$ cat config.mk
export PLATFORM = sky130hd
export DESIGN_NAME = mem_access_unit
export DESIGN_NICKNAME = d
export VERILOG_FILES = /design/src/rtl/mem_op_pkg.sv /design/src/rtl/mem_access_unit_load_extender.sv /design/src/rtl/mem_access_unit.sv
export SDC_FILE = /design/constraint.sdc
export NUM_CORES = 1
export LEC_CHECK = 0
export BUFFER_PORTS_ARGS = -buffer_cell sky130_fd_sc_hd__buf_4
export CELL_PAD_IN_SITES_DETAIL_PLACEMENT = 0
export CELL_PAD_IN_SITES_GLOBAL_PLACEMENT = 1
export CORE_UTILIZATION = 30
export CTS_BUF_LIST = sky130_fd_sc_hd__clkbuf_8
export CTS_CLUSTER_SIZE = 20
export DETAILED_ROUTE_END_ITERATION = 12
export PLACE_DENSITY_LB_ADDON = 0.05
export SYNTH_ARGS = -nofsm -noshare
export SYNTH_HDL_FRONTEND = slang
export SYNTH_SLANG_ARGS = --single-unit
$ cat constraint.sdc
create_clock -name clk -period 1.9 [get_ports clk]
set_input_delay 0.19 -clock clk [delete_from_list [all_inputs] [get_ports clk]]
set_output_delay 0.19 -clock clk [all_outputs]
set_load 0.005 [all_outputs]
$ cat src/rtl/mem_op_pkg.sv
// Shared encodings and decode helpers for the MEM-stage load/store unit.
package mem_op_pkg;

    // Operation encodings as presented on op_type by the pipeline.
    typedef enum logic [2:0] {
        OP_LW  = 3'd0,
        OP_LH  = 3'd1,
        OP_LHU = 3'd2,
        OP_LB  = 3'd3,
        OP_LBU = 3'd4,
        OP_SW  = 3'd5,
        OP_SH  = 3'd6,
        OP_SB  = 3'd7
    } opType_t;

    // Access sequencer states.
    typedef enum logic [1:0] {
        S_IDLE = 2'd0,
        S_REQ  = 2'd1,
        S_DONE = 2'd2
    } fsmState_t;

    // Stores write memory; everything else is a load.
    function automatic logic is_store(input opType_t op);
        return (op == OP_SW) || (op == OP_SH) || (op == OP_SB);
    endfunction

    // Ops wider than a byte need at least halfword alignment.
    function automatic logic is_half_or_word(input opType_t op);
        return (op == OP_LW) || (op == OP_LH) || (op == OP_LHU) ||
               (op == OP_SW) || (op == OP_SH);
    endfunction

    // Full-word ops additionally need addr[1] clear.
    function automatic logic isWord(input opType_t op);
        return (op == OP_LW) || (op == OP_SW);
    endfunction

    // An op is misaligned when its natural size does not divide the address.
    function automatic logic isMisaligned(input opType_t op, input logic [1:0] offset);
        return (is_half_or_word(op) && offset[0]) || (isWord(op) && offset[1]);
    endfunction

endpackage

$ cat src/rtl/mem_access_unit_load_extender.sv
// Picks the addressed byte/halfword out of a read word and extends it to 32 bits.
module load_extender
    import mem_op_pkg::*;
(
    input  logic [31:0] mem_rdata,
    input  logic [1:0]  offset,
    input  logic [2:0]  op_type,
    output logic [31:0] rdata_ext
);

    logic [7:0]  byteSel;
    logic [15:0] halfSel;
    opType_t     opDec;

    assign opDec = opType_t'(op_type);

    // Lane selection and sign/zero extension; purely combinational.
    // NOTE: every output of an always_comb gets a default first, so no path can leave it unassigned and infer a latch.
    always_comb begin
        byteSel   = mem_rdata[7:0];
        halfSel   = offset[1] ? mem_rdata[31:16] : mem_rdata[15:0];
        rdata_ext = mem_rdata;
        case (offset)
            2'd0:    byteSel = mem_rdata[7:0];
            2'd1:    byteSel = mem_rdata[15:8];
            2'd2:    byteSel = mem_rdata[23:16];
            default: byteSel = mem_rdata[31:24];
        endcase
        case (opDec)
            OP_LB:   rdata_ext = {{24{byteSel[7]}}, byteSel};
            OP_LBU:  rdata_ext = {24'd0, byteSel};
            OP_LH:   rdata_ext = {{16{halfSel[15]}}, halfSel};
            OP_LHU:  rdata_ext = {16'd0, halfSel};
            default: rdata_ext = mem_rdata;
        endcase
    end

endmodule

$ cat src/rtl/mem_access_unit.sv
// MEM-stage load/store initiator: alignment check, word request with byte
// enables over req/ack, pipeline stall, extended load result and timeout.
module mem_access_unit
    import mem_op_pkg::*;
#(
    parameter int MAX_WAIT = 16,
    parameter int WAIT_W   = 8
) (
    input  logic        clk,
    input  logic        reset,
    input  logic        op_valid,
    input  logic [2:0]  op_type,
    input  logic [31:0] addr,
    input  logic [31:0] wdata,
    input  logic [31:0] pc,
    output logic        busy,
    output logic        done,
    output logic [31:0] rdata,
    output logic        addr_exc,
    output logic        bus_err,
    output logic        mem_req,
    output logic        mem_we,
    output logic [31:0] mem_addr,
    output logic [3:0]  mem_be,
    output logic [31:0] mem_wdata,
    output logic [31:0] mem_pc,
    input  logic        mem_ack,
    input  logic [31:0] mem_rdata
);

    // Last wait-counter value before the request is declared dead.
    localparam logic [WAIT_W-1:0] WAIT_LAST = WAIT_W'(MAX_WAIT - 1);

    fsmState_t         state;
    fsmState_t         nextState;
    logic [WAIT_W-1:0] waitCnt;
    opType_t           reqOp;
    opType_t           opLatched;
    logic [1:0]        offsetLatched;
    logic              misaligned;
    logic              accept;
    logic              waitExpired;
    logic [3:0]        laneBe;
    logic [31:0]       laneData;
    logic [31:0]       rdataExt;

    assign reqOp       = opType_t'(op_type);
    assign misaligned  = isMisaligned(reqOp, addr[1:0]);
    assign accept      = (state == S_IDLE) && op_valid && !misaligned;
    assign waitExpired = (state == S_REQ) && !mem_ack && (waitCnt == WAIT_LAST);

    // Byte enables and lane-replicated store data for the incoming op.
    always_comb begin
        laneBe   = 4'b1111;
        laneData = wdata;
        case (reqOp)
            OP_SH: begin
                laneBe   = addr[1] ? 4'b1100 : 4'b0011;
                laneData = {2{wdata[15:0]}};
            end
            OP_SB: begin
                laneBe   = 4'b0001 << addr[1:0];
                laneData = {4{wdata[7:0]}};
            end
            default: begin
                laneBe   = 4'b1111;
                laneData = wdata;
            end
        endcase
    end

    // Next-state logic plus the state-decoded outputs (stall, request, done).
    always_comb begin
        nextState = state;
        busy      = 1'b0;
        mem_req   = 1'b0;
        done      = 1'b0;
        case (state)
            S_IDLE: begin
                busy = accept;
                if (accept) begin
                    nextState = S_REQ;
                end
            end
            S_REQ: begin
                busy    = 1'b1;
                mem_req = 1'b1;
                if (mem_ack) begin
                    nextState = S_DONE;
                end else if (waitCnt == WAIT_LAST) begin
                    nextState = S_IDLE;
                end
            end
            S_DONE: begin
                done      = 1'b1;
                nextState = S_IDLE;
            end
            default: nextState = S_IDLE;
        endcase
    end

    // State register and wait counter; the counter only runs while a request stays pending.
    // NOTE: sequential state uses non-blocking assignments so every flop samples pre-edge values.
    always_ff @(posedge clk) begin
        if (!reset) begin
            state   <= S_IDLE;
            waitCnt <= '0;
        end else begin
            state <= nextState;
            if ((state == S_REQ) && (nextState == S_REQ)) begin
                waitCnt <= waitCnt + 1'b1;
            end else begin
                waitCnt <= '0;
            end
        end
    end

    // One-cycle exception pulses: misalignment on a refused op, timeout on a dead request.
    always_ff @(posedge clk) begin
        if (!reset) begin
            addr_exc <= 1'b0;
            bus_err  <= 1'b0;
        end else begin
            addr_exc <= (state == S_IDLE) && op_valid && misaligned;
            bus_err  <= waitExpired;
        end
    end

    // Capture the accepted op; the request fields stay frozen until the next accept.
    always_ff @(posedge clk) begin
        if (!reset) begin
            mem_addr      <= '0;
            mem_be        <= '0;
            mem_wdata     <= '0;
            mem_we        <= 1'b0;
            mem_pc        <= '0;
            opLatched     <= OP_LW;
            offsetLatched <= '0;
        end else if (accept) begin
            mem_addr      <= {addr[31:2], 2'b00};
            mem_be        <= laneBe;
            mem_wdata     <= laneData;
            mem_we        <= is_store(reqOp);
            mem_pc        <= pc;
            opLatched     <= reqOp;
            offsetLatched <= addr[1:0];
        end
    end

    load_extender u_load_extender (
        .mem_rdata (mem_rdata),
        .offset    (offsetLatched),
        .op_type   (opLatched),
        .rdata_ext (rdataExt)
    );

    // Latch the result on ack so it is presented during the done cycle; stores report zero.
    always_ff @(posedge clk) begin
        if (!reset) begin
            rdata <= '0;
        end else if ((state == S_REQ) && mem_ack) begin
            rdata <= is_store(opLatched) ? 32'd0 : rdataExt;
        end
    end

endmodule

# Word level (Yosys, flattened, before mapping)

Index checks and enable logic that the tools add are counted.

Register bits after elaboration: 148
Word-level logic and storage cells: 71

$add $sub $neg: 1
Equality and inequality tests: 18
Shift-type cells: 1
Mux-type cells: 14
Reduce and logical (&&, ||, !) cells: 25

Operators with widths:

| cell                                                | count |
|---|---|
| case mux 32 bit (4 select lines)                    | 1 |
| case mux 32 bit (2 select lines)                    | 1 |
| two-way mux 32 bit                                  | 1 |
| case mux 8 bit (3 select lines)                     | 1 |
| equality test 3 bit, second input constant          | 7 |
| two-way mux 16 bit                                  | 1 |
| logical OR 1 bit                                    | 10 |
| equality test 3 x 2 -> 1 bit, second input constant | 3 |
| logical AND 1 bit                                   | 9 |
| adder 8 x 1 -> 8 bit, second input constant         | 1 |
| equality test 8 x 4 -> 1 bit, second input constant | 1 |
| case mux 4 bit (2 select lines)                     | 1 |
| equality test 2 x 1 -> 1 bit, second input constant | 3 |
| equality test 3 x 1 -> 1 bit, second input constant | 2 |
| two-way mux 2 bit                                   | 3 |
| equality test 2 bit, second input constant          | 2 |
| logical NOT 2 bit                                   | 2 |
| two-way mux 4 bit                                   | 1 |
| case mux 2 bit (2 select lines)                     | 1 |
| left shift 1 x 2 -> 4 bit, first input constant     | 1 |
| logical NOT 3 bit                                   | 1 |
| logical NOT 1 bit                                   | 2 |
| two-way mux 1 bit                                   | 2 |
| case mux 1 bit (2 select lines)                     | 1 |
| AND reduction 2 bit                                 | 1 |

# Logic depth before layout (Yosys ltp)

Gate-level depths: netlist of the first run.

Depth in word-level cells: 14
Mapped depth: 9
Mapped depth without buffers: 5

# Modules after synthesis

A second synthesis of the first run with hierarchy kept.

Cells, all modules: 856
Area total of the unflattened synthesis: 7,309.5 µm²

Modules (own cells, without submodules):

| module          | instances | cells each | area an instance (µm²) | seq. area each (µm²) |
|---|---|---|---|---|
| mem_access_unit | 1         | 676        | 5,998.3                | 2,962.8 |
| load_extender   | 1         | 180        | 1,311.3                | 0.0 |

# Worst setup path after synthesis of the first run

Ideal clock, no wire load.

Kind: register to register
From: register offsetLatched[0]
To: register rdata[21]
Setup time: 0.119 ns
Arrival time: 1.639 ns
Data required time: 1.781 ns
Slack: 0.141 ns
Cell stages (with the launch flop): 7
Clock period less this slack: 1.759 ns
Cell sequence: dfxtp_1 > buf_2 > mux2i_1 > nor3b_1 > o31ai_2 > buf_2 > o21ai_1

Word-level cells in the longest chain between the ends: 4
Elaborated cells on any way between the ends: 6
Those cells by class: eq/ne: 2; mux: 3; reduce/logical: 1

RTL lines:

| what                                              | line                                | RTL |
|---|---|---|
| from (decl)                                       | mem_access_unit.sv:39               | `logic [1:0] offsetLatched;` |
| from (signal assigned)                            | mem_access_unit.sv:146              | `offsetLatched <= addr[1:0];` |
| equality test 2 bit, or another cell as far along | mem_access_unit_load_extender.sv:23 | `case (offset)` |
| case mux 8 bit (3 select lines) *                 | mem_access_unit_load_extender.sv:23 |  |
| case mux 32 bit (4 select lines) *                | mem_access_unit_load_extender.sv:29 | `case (opDec)` |
| two-way mux 32 bit *                              | mem_access_unit.sv:162              | `rdata <= is_store(opLatched) ? 32'd0 : rdataExt;` |
| to (signal assigned)                              | mem_access_unit.sv:162              |  |
| to (decl)                                         | mem_access_unit.sv:18               | `output logic [31:0] rdata,` |

Every way passes the cells marked *; elsewhere a longest branch is shown, timed or not.
A chain may end at the register's enable or synchronous reset.

# Worst setup path after layout of the first run

From: input port op_type[1]
To: output port busy

Word-level cells in the longest chain between the ends: 10
Elaborated cells on any way between the ends: 16
Those cells by class: eq/ne: 4; mux: 1; reduce/logical: 11

RTL lines:

| what                                                              | line                               | RTL |
|---|---|---|
| from (decl)                                                       | mem_access_unit.sv:12              | `input logic [2:0] op_type,` |
| equality test 3 x 1 -> 1 bit or logical NOT 3 bit (tied branches) | mem_op_pkg.sv:30, mem_op_pkg.sv:36 |  |
| logical OR 1 bit (3 in series)                                    | mem_op_pkg.sv:30                   | `return (op == OP_LW) \|\| (op == OP_LH) \|\| (op == OP_LHU) \|\|` |
| logical OR 1 bit                                                  | mem_op_pkg.sv:31                   | `(op == OP_SW) \|\| (op == OP_SH);` |
| logical AND 1 bit                                                 | mem_op_pkg.sv:41                   | `return (is_half_or_word(op) && offset[0]) \|\| (isWord(op) && offset[1]);` |
| logical OR 1 bit *                                                | mem_op_pkg.sv:41                   |  |
| logical NOT 1 bit *                                               | mem_access_unit.sv:49              | `assign accept = (state == S_IDLE) && op_valid && !misaligned;` |
| logical AND 1 bit *                                               | mem_access_unit.sv:49              |  |
| case mux 1 bit (2 select lines) *                                 | mem_access_unit.sv:78              | `case (state)` |
| to (decl)                                                         | mem_access_unit.sv:16              | `output logic busy,` |

Marked as above.

==> impl_metrics.toml, run 1 <==
[finish]
num-nets-final = 1268
multi_input_area_um2 = 3550
final_common_cell = "buf_4"
diodes_inserted = 0
layout-drive-gt1-share = 0.303
seqCellArea_um2 = 2960
final_core_occ = 0.470
flow.area_growth_from_synthesis_pct = 51.7
mostFrequentLayoutCells = "buf_4 (291), nand2_1 (195), dfxtp_1 (148), mux2i_1 (90), dlygate4sd3_1 (88)"
final.fill_count = 2201

[yosys]
synth-main-ff-cell = "dfxtp_1"
synth_compound_area_frac = 0.151
synth_top_family_by_area = "simple AND/OR/NAND/NOR gates"
postSynth.asyncResetShare = 0
synth-edff-count = 0
yosys_register_bits = 148
synth_mux_area_frac = 0.155
synth.cell_area_um2 = 6850
synth-warning-count = 0
postSynthAreaPerCell_um2 = 8.57
synth_xor_xnor_area_share = 0.00895
ys_types = 49
synthAdderAreaFrac = 0.00183
netlist_instances = 799
yosys.area_share.simple = 0.199
ys_seq_area_frac = 0.433

[die]
rows = 54
floorplan.core_area_um2 = 22100
die_h_um = 153
die_extent_in_x_um = 153
die_area_um2 = 23400
start_util = 0.310
floorplan.io_pins = 273

[setup_path]
timing.critical_path.cells = "buf_4, nand2b_1, a221o_1, buf_4, a21oi_1, nor2_1, buf_4"
timing.critical_path.arrival_ns = 1.56
critPathRequiredTime_ns = 1.71
cell_mode_on_critical_path = "buf_4"
path_max_fanout = 44
worst-r2r-setup-slack_ns = 0.19
worstSetupStartpointType = "input port"
setup.worst_path.class = "input port to output port"
critPathCaptureType = "output port"
crit_path_top_delay_cell = "a221o_1"
critical-path-max-stage-delay_ns = 0.36

[global_route]
met3_usage = 0.0624
antenna_found_initial = 0
grt_pass1_vias = 6882
met1_usage = 0.241
grt_use_met2 = 0.321
grt_first_pass_wirelength_um = 36500
grt-busiest-layer = "met2"
overflow = 0
grt_util_all_layers = 0.195
grt_max_degree = 125

[pwr]
comb_power_share = 0.220
share_seq_of_total_power = 0.454
net_switching_w = 0.00223
p_sw_frac = 0.296
worst_ir_drop_vdd_mv = 0.345
power.density_cell_area_nw_per_um2 = 725
cell_leakage_power_nw = 4.50
p_clk_frac = 0.326
intPower_w = 0.00530

[sta]
tns_ns = 0
unrepaired_setup_endpoints_after_global_routing = "no"
maxSlewViolCount = 0
period_needed_ns = 1.75
worst_pin_slew_ns = 0.835
fin_worst_skew_ns = 0.0168
final-setup-viol-count = 0
period_share = 0.922
maxSlewHeadroom = 0.443
final-hold-violation-count = 0
max_freq_mhz = 571

[cts]
cts-root-to-sink-buffers = 2
htreeDepth = 4
post_cts.resized_instances = 0
clkSinkCount = 148
cts_inserted_buffers = 17
insertion_delay_ns = 0.45
tritoncts = "built"
path_clk_slew_ns = 0.09
cts_root_buffer = "clkbuf_8"

[route]
wire_length_after_detailed_routing_um = 22900
ant_nets = 0
route.detailed.wl_per_inst_um = 16.1
initialDrtViolationCount = 282
post_drt_via_cell_ratio = 4.74
drt_first_pass_iters = 4
detail_route.drc_violations = 0
vias = 6761

[run_status]
status = "finished clean"

[placed_design]
place.port_buffers = 270
gp_congestion = 0.821
dp_hpwl_um = 16300

[job]
drv_cap = 0

[min_path]
holdCritPathClass = "input port to register"
-- stage by stage --
stage	power, W	setup WS [ns]	std cells	hold slack, ns	area (um^2)
floorplan	0.00425	0.141	800	0.327	6850
global placement	0.00502	0.144	1305	0.429	9120
detailed placement	0.00501	0.150	1305	0.436	9120
CTS	0.00764	0.141	1425	0.00400	10400
global route	0.00793	0.0329	1425	0.00533	10400
finish	0.00753	0.149	1425	0.0215	10400
-- path summary, 6_finish.rpt --
check | start | endpoint | cells after the start
hold / removal | mem_rdata[17] | rdata[17]$_SDFFE_PN0P_ | 3
setup / recovery | op_type[1] | busy | 7
hold reg to reg | waitCnt[0]$_SDFF_PN0_ | waitCnt[0]$_SDFF_PN0_ | 1
setup reg to reg | state[0]$_SDFF_PN0_ | rdata[18]$_SDFFE_PN0P_ | 5
-- final cells by class --
type / instances / share of cell area
clock buffer: 19 / 0.0252
clock inverter: 13 / 0.0118
inverter: 5 / 0.00181
multi-input combinational: 578 / 0.341
sequential: 148 / 0.285
tap: 280 / 0.0337
timing repair buffer: 382 / 0.301
-- registers in the layout, indices dropped and copies added (netlist names) --
register / flops
opLatched: 3
rdata: 32
bus_err: 1
waitCnt: 8
offsetLatched: 2
addr_exc: 1
mem_addr: 30
state: 2
mem_pc: 32
mem_wdata: 32
mem_be: 4
mem_we: 1
-- what timing repair did --
item / CTS / global route
hold buffers: 88 / 0
setup buffers: 0 / 0
endpoints found under the hold margin: 88 / 0
-- kinds of logic (layout without fill, tap and decap cells) --
group | Yosys count | in the layout
flops | 148 | 148
mux | 97 | 97
fa+ha+maj | 1 | 1
buf+inv | 74 | 419
compound gates | 163 | 163
xor+xnor | 7 | 7
simple gates | 308 | 308
other cells | 1 | 2
-- cell usage after synthesis (3+ instances only) --
cell type	count	area [um^2]
nor3_1	9	45.0
nor4_1	8	50.1
o21ai_0	3	15.0
a211o_1	7	61.3
nand2b_1	7	43.8
nor2_1	32	120
nand3_1	4	20.0
o21ai_1	52	260
dfxtp_1	148	2960
mux2i_1	90	901
mux4_2	7	158
buf_6	7	78.8
and2_1	9	56.3
buf_2	12	60.1
o21a_1	10	75.1
xor2_1	5	43.8
a211oi_2	10	125
nand2_1	195	732
a311oi_1	8	70.1
a21oi_1	54	270
inv_1	4	15.0
nand4_1	22	138
a22oi_1	9	67.6
clkbuf_1	46	173
nor2b_1	11	68.8
-- critical path: cells and delay by family --
kind | cells | cell delay (ns)
AOI/OAI and AO/OA | 2 | 0.56
and+or+nand+nor | 2 | 0.20
buffers and inverters | 3 | 0.61
-- power by group through the flow --
stage	clock (W)	combinational [W]	sequential, W
2_1_floorplan	0	0.000770	0.00348
3_3_place_gp	0	0.00153	0.00349
3_5_place_dp	0	0.00152	0.00349
4_1_cts	0.00254	0.00167	0.00342
5_1_grt	0.00267	0.00182	0.00345
6_report	0.00246	0.00165	0.00342
-- per-layer routing --
metal  vias to the layer above  routed length, um  part of all wire
li1                       3439                  -                 -
met1                      3099              10100              0.44
met2                       200              10800              0.47
met3                        23               1560             0.068
met4                         0                406             0.018
met5                         -                  0                 0
No activity file was read; power rests on OpenSTA's default activity.
==> run 2, diff against run 1 <==
--- a/config.mk
+++ b/config.mk
@@ -5,11 +5,12 @@
 export SDC_FILE = /design/constraint.sdc
 export NUM_CORES = 1
 export LEC_CHECK = 0
+export ABC_AREA = 1
 export BUFFER_PORTS_ARGS = -buffer_cell sky130_fd_sc_hd__buf_4
 export CELL_PAD_IN_SITES_DETAIL_PLACEMENT = 0
 export CELL_PAD_IN_SITES_GLOBAL_PLACEMENT = 1
 export CORE_UTILIZATION = 30
-export CTS_BUF_LIST = sky130_fd_sc_hd__clkbuf_8
+export CTS_BUF_LIST = sky130_fd_sc_hd__clkbuf_16
 export CTS_CLUSTER_SIZE = 20
 export DETAILED_ROUTE_END_ITERATION = 12
 export PLACE_DENSITY_LB_ADDON = 0.05
==> run 2 against run 1 <==
Net effect:
- critical path depth down 1
- flip-flop and latch count did not move
- critical endpoint unchanged
- critical path type is now register to output port
- register-to-register slack improved by 0.15 ns
- clock skew fell by 0.0057 ns
- setup slack better by 0.069 ns
==> impl_metrics.toml, run 2 <==
[yosys]
cell_types_with_the_highest_counts_after_synthesis = "nand2_1 (379), dfxtp_1 (148), nand3_1 (148)"
netlist_instances = 1116
synth.top_cell.area_share = 0.412
post_synth_main_area_contributors = "dfxtp_1 (41%), nand2_1 (20%), nand3_1 (10%), a21oi_1 (8.3%), nor2_1 (5.4%)"
ys_types = 27
netlist.top_cell.by_area = "dfxtp_1"
postSynthAreaPerCell_um2 = 6.44
ys_seq_area_frac = 0.412
synth.cell_area_um2 = 7190
synth-warning-count = 0
synth_most_common_cell = "nand2_1"
yosys_register_bits = 148
synth-edff-count = 0
synth-main-ff-cell = "dfxtp_1"
postSynth.asyncResetShare = 0

[setup_path]
timing.critical_path.cells = "inv_2, nand2_1, nor2_4, nand3_4, nand2_1, buf_4"
worstSetupStartpointType = "register"
timing.rr.start = "state[1]$_SDFF_PN0_"
timing.critical_path.arrival_ns = 1.49
crit_path_top_delay_cell = "dfxtp_1"
critPathCaptureType = "output port"
critical-path-max-stage-delay_ns = 0.34
setup.worst_path.class = "register to output port"
worst-path-buf-inv = 2
path_max_fanout = 14
worst-r2r-setup-slack_ns = 0.34
worst_path_dominant_cell_family = "simple AND/OR/NAND/NOR gates"
timing.rr.end = "mem_wdata[9]$_SDFFE_PN0P_"
cell_mode_on_critical_path = "nand2_1"
critPathRequiredTime_ns = 1.71
ff2ff_path_depth = 8

[finish]
diodes_inserted = 0
num-nets-final = 1501
final.fill_count = 2561
final_common_cell = "nand2_1"
biggestRegsByFlops = "mem_pc: 32 flops, mem_wdata: 32 flops, rdata: 32 flops"
flow.area_growth_from_synthesis_pct = 42.6
layout-drive-gt1-share = 0.261
mostFrequentLayoutCells = "nand2_1 (379), buf_4 (293), nand3_1 (148), dfxtp_1 (148), a21oi_1 (119)"

[global_route]
overflow = 0
grt_pass1_vias = 7146
grt_first_pass_wirelength_um = 38100
grt_util_all_layers = 0.199
grt_max_degree = 85
antenna_found_initial = 0

[min_path]
min_to = "mem_pc[23]$_SDFFE_PN0P_"
holdCritPathClass = "input port to register"
hold_path_depth = 3
timing.hold.worst.start = "pc[23]"

[sta]
final-hold-violation-count = 0
period_needed_ns = 1.68
tns_ns = 0
period_share = 0.885
fin_worst_skew_ns = 0.0111
final-setup-viol-count = 0
maxSlewViolCount = 0
unrepaired_setup_endpoints_after_global_routing = "no"
max_freq_mhz = 594
fin_hold_ws_ns = 0.0331

[pwr]
cell_leakage_power_nw = 5.09
worst_ir_drop_vdd_mv = 0.406
power.density_cell_area_nw_per_um2 = 826

[cts]
cts-root-to-sink-buffers = 2
htreeDepth = 4
path_clk_slew_ns = 0.08
tritoncts = "built"
post_cts.resized_instances = 0
cts_inserted_buffers = 17
cts_root_buffer = "clkbuf_16"
clkSinkCount = 148
insertion_delay_ns = 0.42

[die]
die_extent_in_x_um = 157
start_util = 0.306
rows = 56
floorplan.io_pins = 273
floorplan.core_area_um2 = 23500
die_area_um2 = 24600
die_h_um = 157

[route]
initialDrtViolationCount = 271
wire_length_after_detailed_routing_um = 24600
post_drt_via_cell_ratio = 4.47
route.detailed.wl_per_inst_um = 14.5
ant_nets = 0
detail_route.drc_violations = 0
drt_first_pass_iters = 4
vias = 7588

[placed_design]
dp_hpwl_um = 17600
place.port_buffers = 270
gp_congestion = 0.846

[job]
drv_cap = 0

[run_status]
status = "finished clean"
run 2: stage by stage:
stage          cells   util  area, um^2  worst slack, ns  total power [W]
6_report        1697  0.437       10200            0.218          0.00847
3_3_place_gp    1656  0.408        9570            0.334          0.00513
5_1_grt         1697  0.437       10200            0.123          0.00895
4_1_cts         1689  0.434       10200           0.0222          0.00859
3_5_place_dp    1656  0.408        9570            0.312          0.00513
2_1_floorplan   1117      -        7190            0.528          0.00433
run 2: worst max path at each step:
stage                                    from  cells after the start  slack [ns]                        end
after detailed placement           op_type[0]                      8        0.31  mem_wdata[9]$_SDFFE_PN0P_
after global placement    state[1]$_SDFF_PN0_                      7        0.33  mem_wdata[9]$_SDFFE_PN0P_
after global routing      state[1]$_SDFF_PN0_                      6        0.12                       busy
after floorplan           state[1]$_SDFF_PN0_                      7        0.53                       busy
final                     state[1]$_SDFF_PN0_                      6        0.22                       busy
after CTS                 state[1]$_SDFF_PN0_                      6        0.02                       busy
run 2: final cells by class:
cell class / count / area [um^2] / share of cell area
Tap cell: 319 / 399 / 0.0389
Clock buffer: 17 / 425 / 0.0415
Sequential cell: 148 / 2960 / 0.289
Clock inverter: 15 / 184 / 0.0179
Timing Repair Buffer: 305 / 2430 / 0.237
Inverter: 106 / 399 / 0.0389
Multi-Input combinational cell: 787 / 3450 / 0.336
run 2: where the power goes:
group          switching, W  total [W]  leakage, nW  internal [W]
clock network       0.00163    0.00341        0.295       0.00178
registers          0.000105    0.00339         1.21       0.00328
logic              0.000893    0.00167         3.59      0.000773
total               0.00263    0.00847         5.09       0.00584
run 2: repair_timing:
| action | in CTS | in global routing |
|---|---|---|
| hold buffers | 1 | 0 |
| endpoints found under the hold margin | 1 | 0 |
| setup endpoints to repair | 0 | 1 |
| buffers inserted | 0 | 8 |
run 2: worst register-to-register path: stages, from the launching register on:
cell	delay, ns
dfxtp_1	0.34
inv_2	0.06
nand2_1	0.09
nor2_4	0.17
nand3_4	0.18
buf_4	0.22
buf_12	0.16
nor2_1	0.17
nor2_1	0.06
run 2: kinds of logic (layout without fill, tap and decap cells):
kind of cell | after synthesis | in the layout | synth area share
DFF | 148 | 148 | 0.412
xor gates and xnor gates | 4 | 4 | 0.00488
adders and majority gates | 1 | 1 | 0.00174
and+or+nand+nor | 647 | 647 | 0.374
buffers and inverters | 182 | 443 | 0.111
AOI/OAI and AO/OA | 133 | 133 | 0.0963
other | 1 | 2 | 0.000522
run 2: per-layer routing:
layer / vias to the layer above / GRT usage / part of all wire / wire (um)
met1: 3403 / 0.249 / 0.44 / 10800
li1: 3995 / - / - / -
met4: 0 / 0.0397 / 0.0075 / 184
met3: 11 / 0.0659 / 0.069 / 1700
met2: 179 / 0.331 / 0.49 / 12000
met5: - / 0 / 0 / 0
